`config.mk`:
```
export PLATFORM = sky130hd
export DESIGN_NAME = matmul_result_drain_flat
export DESIGN_NICKNAME = d
export VERILOG_FILES = /design/src/rtl/matmul_result_drain_if.sv /design/src/rtl/matmul_result_drain.sv /design/src/flat_wrapper.sv
export SDC_FILE = /design/constraint.sdc
export NUM_CORES = 1
export LEC_CHECK = 0
export ABC_CLOCK_PERIOD_IN_PS = 2000
export CAP_MARGIN = 20
export CELL_PAD_IN_SITES_DETAIL_PLACEMENT = 0
export CELL_PAD_IN_SITES_GLOBAL_PLACEMENT = 1
export CORE_ASPECT_RATIO = 1.2
export CORE_UTILIZATION = 28
export DETAILED_ROUTE_END_ITERATION = 6
export MAX_ROUTING_LAYER = met4
export PLACE_DENSITY_LB_ADDON = 0.15
export SLEW_MARGIN = 20
export SYNTH_ARGS = -nofsm -noshare
export SYNTH_HDL_FRONTEND = slang
export SYNTH_SLANG_ARGS = --single-unit
```
`constraint.sdc`:
```
create_clock -name clk -period 2 [get_ports clk]
set_clock_uncertainty 0.2 [all_clocks]
set_input_delay 0.2 -clock clk [delete_from_list [all_inputs] [get_ports clk]]
set_output_delay 0.2 -clock clk [all_outputs]
set_load 0.005 [all_outputs]
```
`src/rtl/matmul_result_drain_if.sv`:
```
`default_nettype none
// ============================================================================
// Module      : matmul_result_drain_if
// Description : Bus bundle between the result drain sequencer, the synchronous
//               result RAM read port and the output writer handshake.
//               Signals:
//                 rd_en, rd_row, rd_col  - RAM read strobe and row/col address
//                 rd_data                - RAM word, valid the cycle after rd_en
//                 value, value_stb       - element offered to the writer
//                 value_ack              - writer accepts the offered element
//                 row, col               - indices of the offered element
//               master : drain side, slave : RAM + writer side.
// Revision    : 1.0 - initial release
// ============================================================================
interface matmul_result_drain_if #(
   parameter int N  = 8,
   parameter int DW = 32
);
   localparam int IW = $clog2(N);

   logic          rd_en;
   logic [IW-1:0] rd_row;
   logic [IW-1:0] rd_col;
   logic [DW-1:0] rd_data;
   logic [DW-1:0] value;
   logic          value_stb;
   logic          value_ack;
   logic [IW-1:0] row;
   logic [IW-1:0] col;

   modport master (
      output rd_en, rd_row, rd_col,
      input  rd_data,
      output value, value_stb, row, col,
      input  value_ack
   );

   modport slave (
      input  rd_en, rd_row, rd_col,
      output rd_data,
      input  value, value_stb, row, col,
      output value_ack
   );
endinterface
`default_nettype wire

```
`src/rtl/matmul_result_drain.sv`:
```
`default_nettype none
// ============================================================================
// Module      : matmul_result_drain
// Description : Drains the N x N result matrix from the synchronous result RAM
//               in row-major order and offers each element to the writer over
//               a value_stb/value_ack handshake, then pulses done.
// Ports       : clk      - rising-edge clock
//               rst_n    - asynchronous active-low reset
//               i_start  - begin a drain (honoured only in IDLE)
//               i_abort  - synchronous cancel of a drain in progress
//               o_busy   - high in every state except IDLE
//               o_done   - one-cycle pulse after the last element is accepted
//               bus      - RAM read port and writer handshake (master side)
// Revision    : 1.0 - initial release
// ============================================================================
module matmul_result_drain #(
   parameter int N  = 8,
   parameter int DW = 32
) (
   input  wire                       clk,
   input  wire                       rst_n,
   input  wire                       i_start,
   input  wire                       i_abort,
   output logic                      o_busy,
   output logic                      o_done,
   matmul_result_drain_if.master     bus
);
   localparam int            IW         = $clog2(N);
   localparam logic [IW-1:0] c_LAST_IDX = IW'(N - 1);

   typedef enum logic [2:0] {
      S_IDLE    = 3'd0,
      S_FETCH   = 3'd1,
      S_CAPTURE = 3'd2,
      S_OFFER   = 3'd3,
      S_DONE    = 3'd4
   } state_t;

   state_t        r_state;
   state_t        w_state_nxt;
   logic          r_rd_en;
   logic          w_rd_en_nxt;
   logic          r_stb;
   logic          w_stb_nxt;
   logic [DW-1:0] r_value;
   logic [DW-1:0] w_value_nxt;
   logic [IW-1:0] r_row;
   logic [IW-1:0] w_row_nxt;
   logic [IW-1:0] r_col;
   logic [IW-1:0] w_col_nxt;
   logic          w_last;

   assign w_last = (r_row == c_LAST_IDX) && (r_col == c_LAST_IDX);

   // ------------------------------------------------------------------------
   // State register
   // ------------------------------------------------------------------------
   always_ff @(posedge clk or negedge rst_n) begin
      if (!rst_n) begin
         r_state <= S_IDLE;
      end else begin
         r_state <= w_state_nxt;
      end
   end

   // ------------------------------------------------------------------------
   // Next-state and next-output logic
   // ------------------------------------------------------------------------
   always_comb begin
      w_state_nxt = r_state;
      w_rd_en_nxt = 1'b0;          // read strobe lasts exactly one cycle
      w_stb_nxt   = r_stb;
      w_value_nxt = r_value;
      w_row_nxt   = r_row;
      w_col_nxt   = r_col;

      case (r_state)
         S_IDLE: begin
            if (i_start && !i_abort) begin
               w_state_nxt = S_FETCH;
               w_rd_en_nxt = 1'b1;
               w_row_nxt   = '0;
               w_col_nxt   = '0;
            end
         end

         S_FETCH: begin
            w_state_nxt = i_abort ? S_IDLE : S_CAPTURE;
         end

         S_CAPTURE: begin
            if (i_abort) begin
               w_state_nxt = S_IDLE;
               w_stb_nxt   = 1'b0;
            end else begin
               w_state_nxt = S_OFFER;
               w_value_nxt = bus.rd_data;
               w_stb_nxt   = 1'b1;
            end
         end

         S_OFFER: begin
            // Abort takes priority: a simultaneous ack is not a delivery.
            if (i_abort) begin
               w_state_nxt = S_IDLE;
               w_stb_nxt   = 1'b0;
            end else if (bus.value_ack) begin
               w_stb_nxt = 1'b0;
               if (w_last) begin
                  w_state_nxt = S_DONE;
               end else begin
                  w_state_nxt = S_FETCH;
                  w_rd_en_nxt = 1'b1;
                  if (r_col == c_LAST_IDX) begin
                     w_col_nxt = '0;
                     w_row_nxt = r_row + IW'(1);
                  end else begin
                     w_col_nxt = r_col + IW'(1);
                  end
               end
            end
         end

         S_DONE: begin
            w_state_nxt = S_IDLE;
         end

         default: begin
            w_state_nxt = S_IDLE;
            w_stb_nxt   = 1'b0;
         end
      endcase
   end

   // ------------------------------------------------------------------------
   // Output / datapath registers
   // ------------------------------------------------------------------------
   always_ff @(posedge clk or negedge rst_n) begin
      if (!rst_n) begin
         r_rd_en <= 1'b0;
         r_stb   <= 1'b0;
         r_value <= '0;
         r_row   <= '0;
         r_col   <= '0;
      end else begin
         r_rd_en <= w_rd_en_nxt;
         r_stb   <= w_stb_nxt;
         r_value <= w_value_nxt;
         r_row   <= w_row_nxt;
         r_col   <= w_col_nxt;
      end
   end

   // The RAM address is always loaded together with the element indices, so
   // one register pair serves both the read address and the offered indices.
   assign bus.rd_en     = r_rd_en;
   assign bus.rd_row    = r_row;
   assign bus.rd_col    = r_col;
   assign bus.value     = r_value;
   assign bus.value_stb = r_stb;
   assign bus.row       = r_row;
   assign bus.col       = r_col;

   assign o_busy = (r_state != S_IDLE);
   assign o_done = (r_state == S_DONE);

endmodule
`default_nettype wire

```
`src/flat_wrapper.sv`:
```
// flat-port wrapper written by rule: the top's interface ports become plain ports
module matmul_result_drain_flat 
#(
   parameter int N  = 8,
   parameter int DW = 32
)
  (clk, rst_n, i_start, i_abort, o_busy, o_done, bus_rd_en, bus_rd_row, bus_rd_col, bus_rd_data, bus_value, bus_value_stb, bus_row, bus_col, bus_value_ack);
  matmul_result_drain_if #(.N(N), .DW(DW)) bus_i ();
  input  wire clk;
  input  wire rst_n;
  input  wire i_start;
  input  wire i_abort;
  output logic o_busy;
  output logic o_done;
  output wire logic [$bits(bus_i.rd_en)-1:0] bus_rd_en;
  output wire logic [$bits(bus_i.rd_row)-1:0] bus_rd_row;
  output wire logic [$bits(bus_i.rd_col)-1:0] bus_rd_col;
  input wire logic [$bits(bus_i.rd_data)-1:0] bus_rd_data;
  output wire logic [$bits(bus_i.value)-1:0] bus_value;
  output wire logic [$bits(bus_i.value_stb)-1:0] bus_value_stb;
  output wire logic [$bits(bus_i.row)-1:0] bus_row;
  output wire logic [$bits(bus_i.col)-1:0] bus_col;
  input wire logic [$bits(bus_i.value_ack)-1:0] bus_value_ack;
  assign bus_rd_en = bus_i.rd_en;
  assign bus_rd_row = bus_i.rd_row;
  assign bus_rd_col = bus_i.rd_col;
  assign bus_i.rd_data = bus_rd_data;
  assign bus_value = bus_i.value;
  assign bus_value_stb = bus_i.value_stb;
  assign bus_row = bus_i.row;
  assign bus_col = bus_i.col;
  assign bus_i.value_ack = bus_value_ack;
  matmul_result_drain #(.N(N), .DW(DW)) u_core (.clk(clk), .rst_n(rst_n), .i_start(i_start), .i_abort(i_abort), .o_busy(o_busy), .o_done(o_done), .bus(bus_i));
endmodule
```
==> results of run 1 <==
-- how the worst min path moves through the flow --
| stage | depth (start not counted) | endpoint |
|---|---|---|
| after floorplan | 0 | u_core.bus.col[0] |
| after global placement | 1 | u_core.bus.rd_row[0] |
| after detailed placement | 1 | u_core.bus.rd_row[0] |
| after CTS | 2 | u_core.bus.col[2] |
| after global routing | 3 | u_core.r_state[0] |
| final | 4 | u_core.r_state[1] |
-- worst max-delay path: stages, from the launching register on --
cell     delay [ns]
dfrtp_1        0.39
or3b_4         0.41
or4b_4         0.59
mux2_4         0.31
-- metal layers --
metal / track usage / up-vias
li1: - / 638
met1: 0.154 / 650
met2: 0.219 / 55
met3: 0.0392 / 5
met4: 0.0556 / 0
met5: - / -
-- cell type report --
cell class / count / area, µm² / share of cell area
sequential: 43 / 1080 / 0.366
tap: 82 / 103 / 0.0349
clock buffer: 6 / 72.6 / 0.0247
clock inverter: 1 / 30.0 / 0.0102
multi-input combinational: 69 / 662 / 0.225
timing repair buffer: 101 / 982 / 0.334
inverter: 4 / 15.0 / 0.00511
-- through the flow --
step                      setup TNS [ns]  setup slack (ns)
after CTS                        -0.0224          -0.00968
after global routing             -0.0952           -0.0327
after detailed placement           -7.04            -0.309
final                            -0.0286           -0.0115
after floorplan                   -0.207           -0.0599
after global placement             -6.39            -0.295
-- cells in the mapped netlist --
| cell type | instances | share of area |
|---|---|---|
| or3b_2 | 1 | 0.0048 |
| a31oi_1 | 5 | 0.017 |
| ha_1 | 4 | 0.028 |
| nor2_1 | 2 | 0.0041 |
| a21o_1 | 1 | 0.0041 |
| o21a_1 | 1 | 0.0041 |
| nor2_2 | 1 | 0.0035 |
| o21ai_0 | 2 | 0.0055 |
| or3b_1 | 1 | 0.0048 |
| a21boi_0 | 1 | 0.0041 |
| inv_1 | 4 | 0.0083 |
| mux2_4 | 3 | 0.025 |
| clkbuf_1 | 1 | 0.0021 |
| o22ai_1 | 1 | 0.0035 |
| nor3_1 | 2 | 0.0055 |
| mux2_2 | 32 | 0.20 |
| dfrtp_1 | 43 | 0.59 |
| nand3_1 | 1 | 0.0028 |
| a32o_1 | 1 | 0.0055 |
| mux2_1 | 1 | 0.0062 |
| a31o_2 | 1 | 0.0048 |
| nand2b_1 | 1 | 0.0035 |
| and2_1 | 1 | 0.0035 |
| or3_1 | 1 | 0.0035 |
| nand2_1 | 3 | 0.0062 |
| nor4_1 | 1 | 0.0035 |
| or4b_4 | 1 | 0.0076 |
| buf_4 | 6 | 0.025 |
| buf_2 | 4 | 0.011 |
-- power by group --
part           internal [W]  switching [W]
sequential          0.00111       0.000122
clock              0.000366       0.000282
combinational      0.000653       0.000249
total               0.00212       0.000653
-- kinds of logic after synthesis --
| logic type | after synthesis |
|---|---|
| adders and majority gates | 4 |
| DFF | 43 |
| muxes | 36 |
| buffers and inverters | 15 |
| and+or+nand+nor | 16 |
| AOI/OAI and AO/OA | 13 |
-- registers in the layout (all words and copies together) (netlist names) --
register              cells
u_core.bus.value         32
u_core.bus.col            3
u_core.bus.rd_row         3
u_core.r_state            3
u_core.bus.rd_en          1
u_core.bus.value_stb      1
-- what timing repair did --
item                                    4_1_cts  5_1_grt
endpoints found under the hold margin        24        0
gates resized for setup                       3        4
pin swaps                                     0        2
hold buffers                                  1        0
endpoints found under the setup margin        5        5
==> out/qor.txt, run 1 <==
Status = complete, but fails checks
Failing checks = setup timing
Leak = 1.29 nW
CP Data Required Time = 1.97 ns
Largest family of logic cells by synthesized area = multiplexers
Die Width = 75.4 µm
Fmax = 497 MHz
Row cnt = 31
Routed vias = 1348
Top Metal Used = met4
Adder-Cell Fraction of Synth Area = 0.0276
Post-DP Area = 2810 µm²
Met2 wire len = 2090 µm
Synth Area in XOR/XNOR = 0
VDD IR max = 0.449 mV
Final instance area = 2940 µm²
Synth Register Bits = 43
Mapped Cells = 127
Antenna viol nets, final = 0
Multiplexer area fraction after synthesis = 0.230
CP Launch Type = flip-flop
Max cap viols = 0
Nets = 265
Mapped Area = 1810 µm²
Final Hold Violating Endpoints = 0
Util after Layout = 0.480
Setup slack after layout = -0.0115 ns
Final Power = 0.00278 W
Worst r2r dst = u_core.bus.rd_row[2]
Gr ovfl total = 0
Critical Path Sink = u_core.bus.rd_row[2]
Setup Viol. Count Final = 3
Min-delay src = i_abort
Syn-to-layout area delta = 62.3%
Port Buf Inserts = 84
Met1 WL = 1760 µm
GRT Total Usage = 0.136
Crit Path Category = reg2reg
Setup bufs post-CTS = 0
DR pass1 iterations = 3
Placer Congestion = 0.765
Avg Cell Area, Syn = 14.3 µm²
First-pass GRT wire length = 6760 µm
Die area = 6800 µm²
WL/cell = 13.6 µm
Clock Path Buffers = 2
Largest net degree at the start of global routing = 27
Fillcell total = 598
Initial antenna violation count = 0
Hold WC Path Type = in2reg
DRC violations left = 0
Post-synthesis sequential area ratio = 0.594
Worst-margin pin slew = 0.607 ns
Ant. Diodes = 0
Worst Reg-to-Reg Cells = 3
Commonest non-fill, non-tap cells in the layout = 80 x clkdlybuf4s50_1, 43 x dfrtp_1, 32 x mux2_2
Period utilisation layout = 1.01
Mapped Nets = 168
Detailed placer's ending HPWL = 3100 µm
Io pins = 85
Routed wl met3 = 255 µm
Simple-gate area share of the yosys netlist = 0.0532
DP Cell Count = 298
Final worst path period need = 2.01 ns
CTS tree = done
Vias in the first global route = 1500
Pwr Density = 945 nW/µm²
Final non-filler cell total = 306
Critical Path AT = 1.99 ns
Fin Hold WS = 0.160 ns
Drt total wl = 4170 µm
RSZ-0062 raised after global routing = true
CP Max Fanout = 4
H-tree levels = 2
Clk pin slew, worst setup/hold paths = 0.08 ns
Synth cell types = 29
RR Startpoint = u_core.r_state[2]
Drt via density = 4.41
1st-iter DRT viols = 31
Starting Density = 0.296
Core area = 6130 µm²
Chip Height = 90.1 µm
Sink Count = 43
Layout cells sized above 1 = 0.290
Slew Viols, Final = 0
Worst reg2reg setup slack = -0.01 ns
Most common cell after layout, fill and taps aside = clkdlybuf4s50_1
Complex-gate fraction of the synthesized area = 0.0490
Clk Latency, worst-skew pair = 0.29 ns
Crit end category = flip-flop
Slew Limit Headroom = 0.595
Total CTS buffers = 5
Synthesis Warnings = 0
CTS Root Cell = clkbuf_8
Critical Path Start = u_core.r_state[2]
No activity file was read; power rests on OpenSTA's default activity.
==> inputs of run 2 (changes only) <==
--- a/config.mk
+++ b/config.mk
@@ -6,7 +6,6 @@
 export NUM_CORES = 1
 export LEC_CHECK = 0
 export ABC_CLOCK_PERIOD_IN_PS = 2000
-export CAP_MARGIN = 20
 export CELL_PAD_IN_SITES_DETAIL_PLACEMENT = 0
 export CELL_PAD_IN_SITES_GLOBAL_PLACEMENT = 1
 export CORE_ASPECT_RATIO = 1.2
@@ -14,6 +13,8 @@
 export DETAILED_ROUTE_END_ITERATION = 6
 export MAX_ROUTING_LAYER = met4
 export PLACE_DENSITY_LB_ADDON = 0.15
+export REMOVE_ABC_BUFFERS = 1
+export SKIP_LAST_GASP = 1
 export SLEW_MARGIN = 20
 export SYNTH_ARGS = -nofsm -noshare
 export SYNTH_HDL_FRONTEND = slang
==> out/qor.txt, run 2 (same netlist as run 1, synthesis figures left out) <==
Detailed placer's ending HPWL = 3160 µm
Commonest non-fill, non-tap cells in the layout = 81 x clkdlybuf4s50_1, 43 x dfrtp_1, 32 x mux2_2
Fmax = 509 MHz
Leak = 1.29 nW
WL/cell = 13.3 µm
CP Max Fanout = 3
Nets = 265
Crit Path Category = reg2reg
Vias in the first global route = 1406
Critical Path AT = 1.94 ns
Worst reg2reg setup slack = 0.03 ns
Drt via density = 4.39
CP Launch Type = flip-flop
CTS Root Cell = clkbuf_8
Worst-margin pin slew = 0.424 ns
DRC violations left = 0
Sink Count = 43
Final worst path period need = 1.97 ns
Initial antenna violation count = 0
Io pins = 85
Pwr Density = 944 nW/µm²
VDD IR max = 0.296 mV
Clock Path Buffers = 2
First-pass GRT wire length = 6350 µm
Drt total wl = 4100 µm
Max reg flops = 32
Final instance area = 2970 µm²
CP Data Required Time = 1.97 ns
Worst r2r dst = u_core.bus.rd_row[0]
Most common cell after layout, fill and taps aside = clkdlybuf4s50_1
Status = finished, final reports clean
DR pass1 iterations = 4
Fillcell total = 562
Slew Viols, Final = 0
Syn-to-layout area delta = 64.0%
Period utilisation layout = 0.983
Gr ovfl total = 0
Port Buf Inserts = 84
Die area = 6800 µm²
Hold WC Path Type = in2async
Layout cells sized above 1 = 0.298
Max cap viols = 0
Placer Congestion = 0.781
1st-iter DRT viols = 41
Ant. Diodes = 0
Largest net degree at the start of global routing = 18
Starting Density = 0.296
Die Width = 75.4 µm
Chip Height = 90.1 µm
Antenna viol nets, final = 0
Clk pin slew, worst setup/hold paths = 0.08 ns
GRT Total Usage = 0.126
Multi-input logic area = 667 µm²
Routed vias = 1348
Worst Reg-to-Reg Cells = 3
RSZ-0062 raised after global routing = true
Setup TNS = 0 ns
Post-DP Area = 2820 µm²
Setup Viol. Count Final = 0
Slew Limit Headroom = 0.716
H-tree levels = 2
Crit end category = flip-flop
Clk Latency, worst-skew pair = 0.28 ns
RR Startpoint = u_core.r_state[2]
Core area = 6130 µm²
CTS tree = done
Row cnt = 31
Total CTS buffers = 5
Register area = 1080 µm²
Final Hold Violating Endpoints = 0
[run 2: power by group]
group	leakage (nW)	internal (W)	switching, W
Sequential	0.531	0.00111	0.000117
Combinational	0.699	0.000656	0.000244
Clock	0.0612	0.000404	0.000278
[run 2: area by class of cell]
cell class / instances / share of cell area
Clock buffer: 6 / 0.0278
Clock inverter: 2 / 0.0118
Inverter: 4 / 0.00505
Multi-Input combinational cell: 69 / 0.225
Sequential cell: 43 / 0.362
Tap cell: 82 / 0.0345
Timing Repair Buffer: 101 / 0.334
[run 2: worst max path at each step]
stage / startpoint / to / slack (ns) / depth (start not counted)
floorplan: u_core.r_state[1] / u_core.bus.value[0] / -0.46 / 3
global placement: i_abort / u_core.bus.rd_row[0] / -0.23 / 4
detailed placement: i_abort / u_core.bus.rd_row[1] / -0.25 / 4
CTS: u_core.r_state[2] / u_core.bus.rd_row[0] / 0.01 / 3
global route: u_core.r_state[2] / u_core.bus.rd_row[2] / -0.005 / 3
finish: u_core.r_state[2] / u_core.bus.rd_row[0] / 0.03 / 3
[run 2: critical path, stage by stage, from the launching register on]
cell and delay, ns:
dfrtp_1 0.40, or3b_4 0.39, or4b_4 0.56, mux2_4 0.31
[run 2: repair_timing]
item | CTS | global route
setup buffers | 0 | 1
endpoints found under the hold margin | 43 | 0
hold buffers | 1 | 0
resized for setup | 3 | 3
setup endpoints to repair | 6 | 5
pin swaps | 2 | 1
[run 2: metal layers]
metal | GRT usage | vias up | share of wire
li1 | - | 639 | -
met1 | 0.141 | 649 | 0.41
met2 | 0.211 | 58 | 0.50
met3 | 0.0370 | 2 | 0.084
met4 | 0.0401 | 0 | 0.0056
met5 | - | - | 0
[run 2: stage by stage]
stage	util	total power [W]	setup WS [ns]	std cells	hold WS, ns
3_3_place_gp	0.461	0.00213	-0.228	297	-0.0894
4_1_cts	0.482	0.00286	0.0101	306	0.135
2_1_floorplan	-	0.00150	-0.459	116	-0.296
5_1_grt	0.485	0.00299	-0.00487	307	0.151
3_5_place_dp	0.461	0.00216	-0.251	297	-0.0861
6_report	0.485	0.00280	0.0345	307	0.136
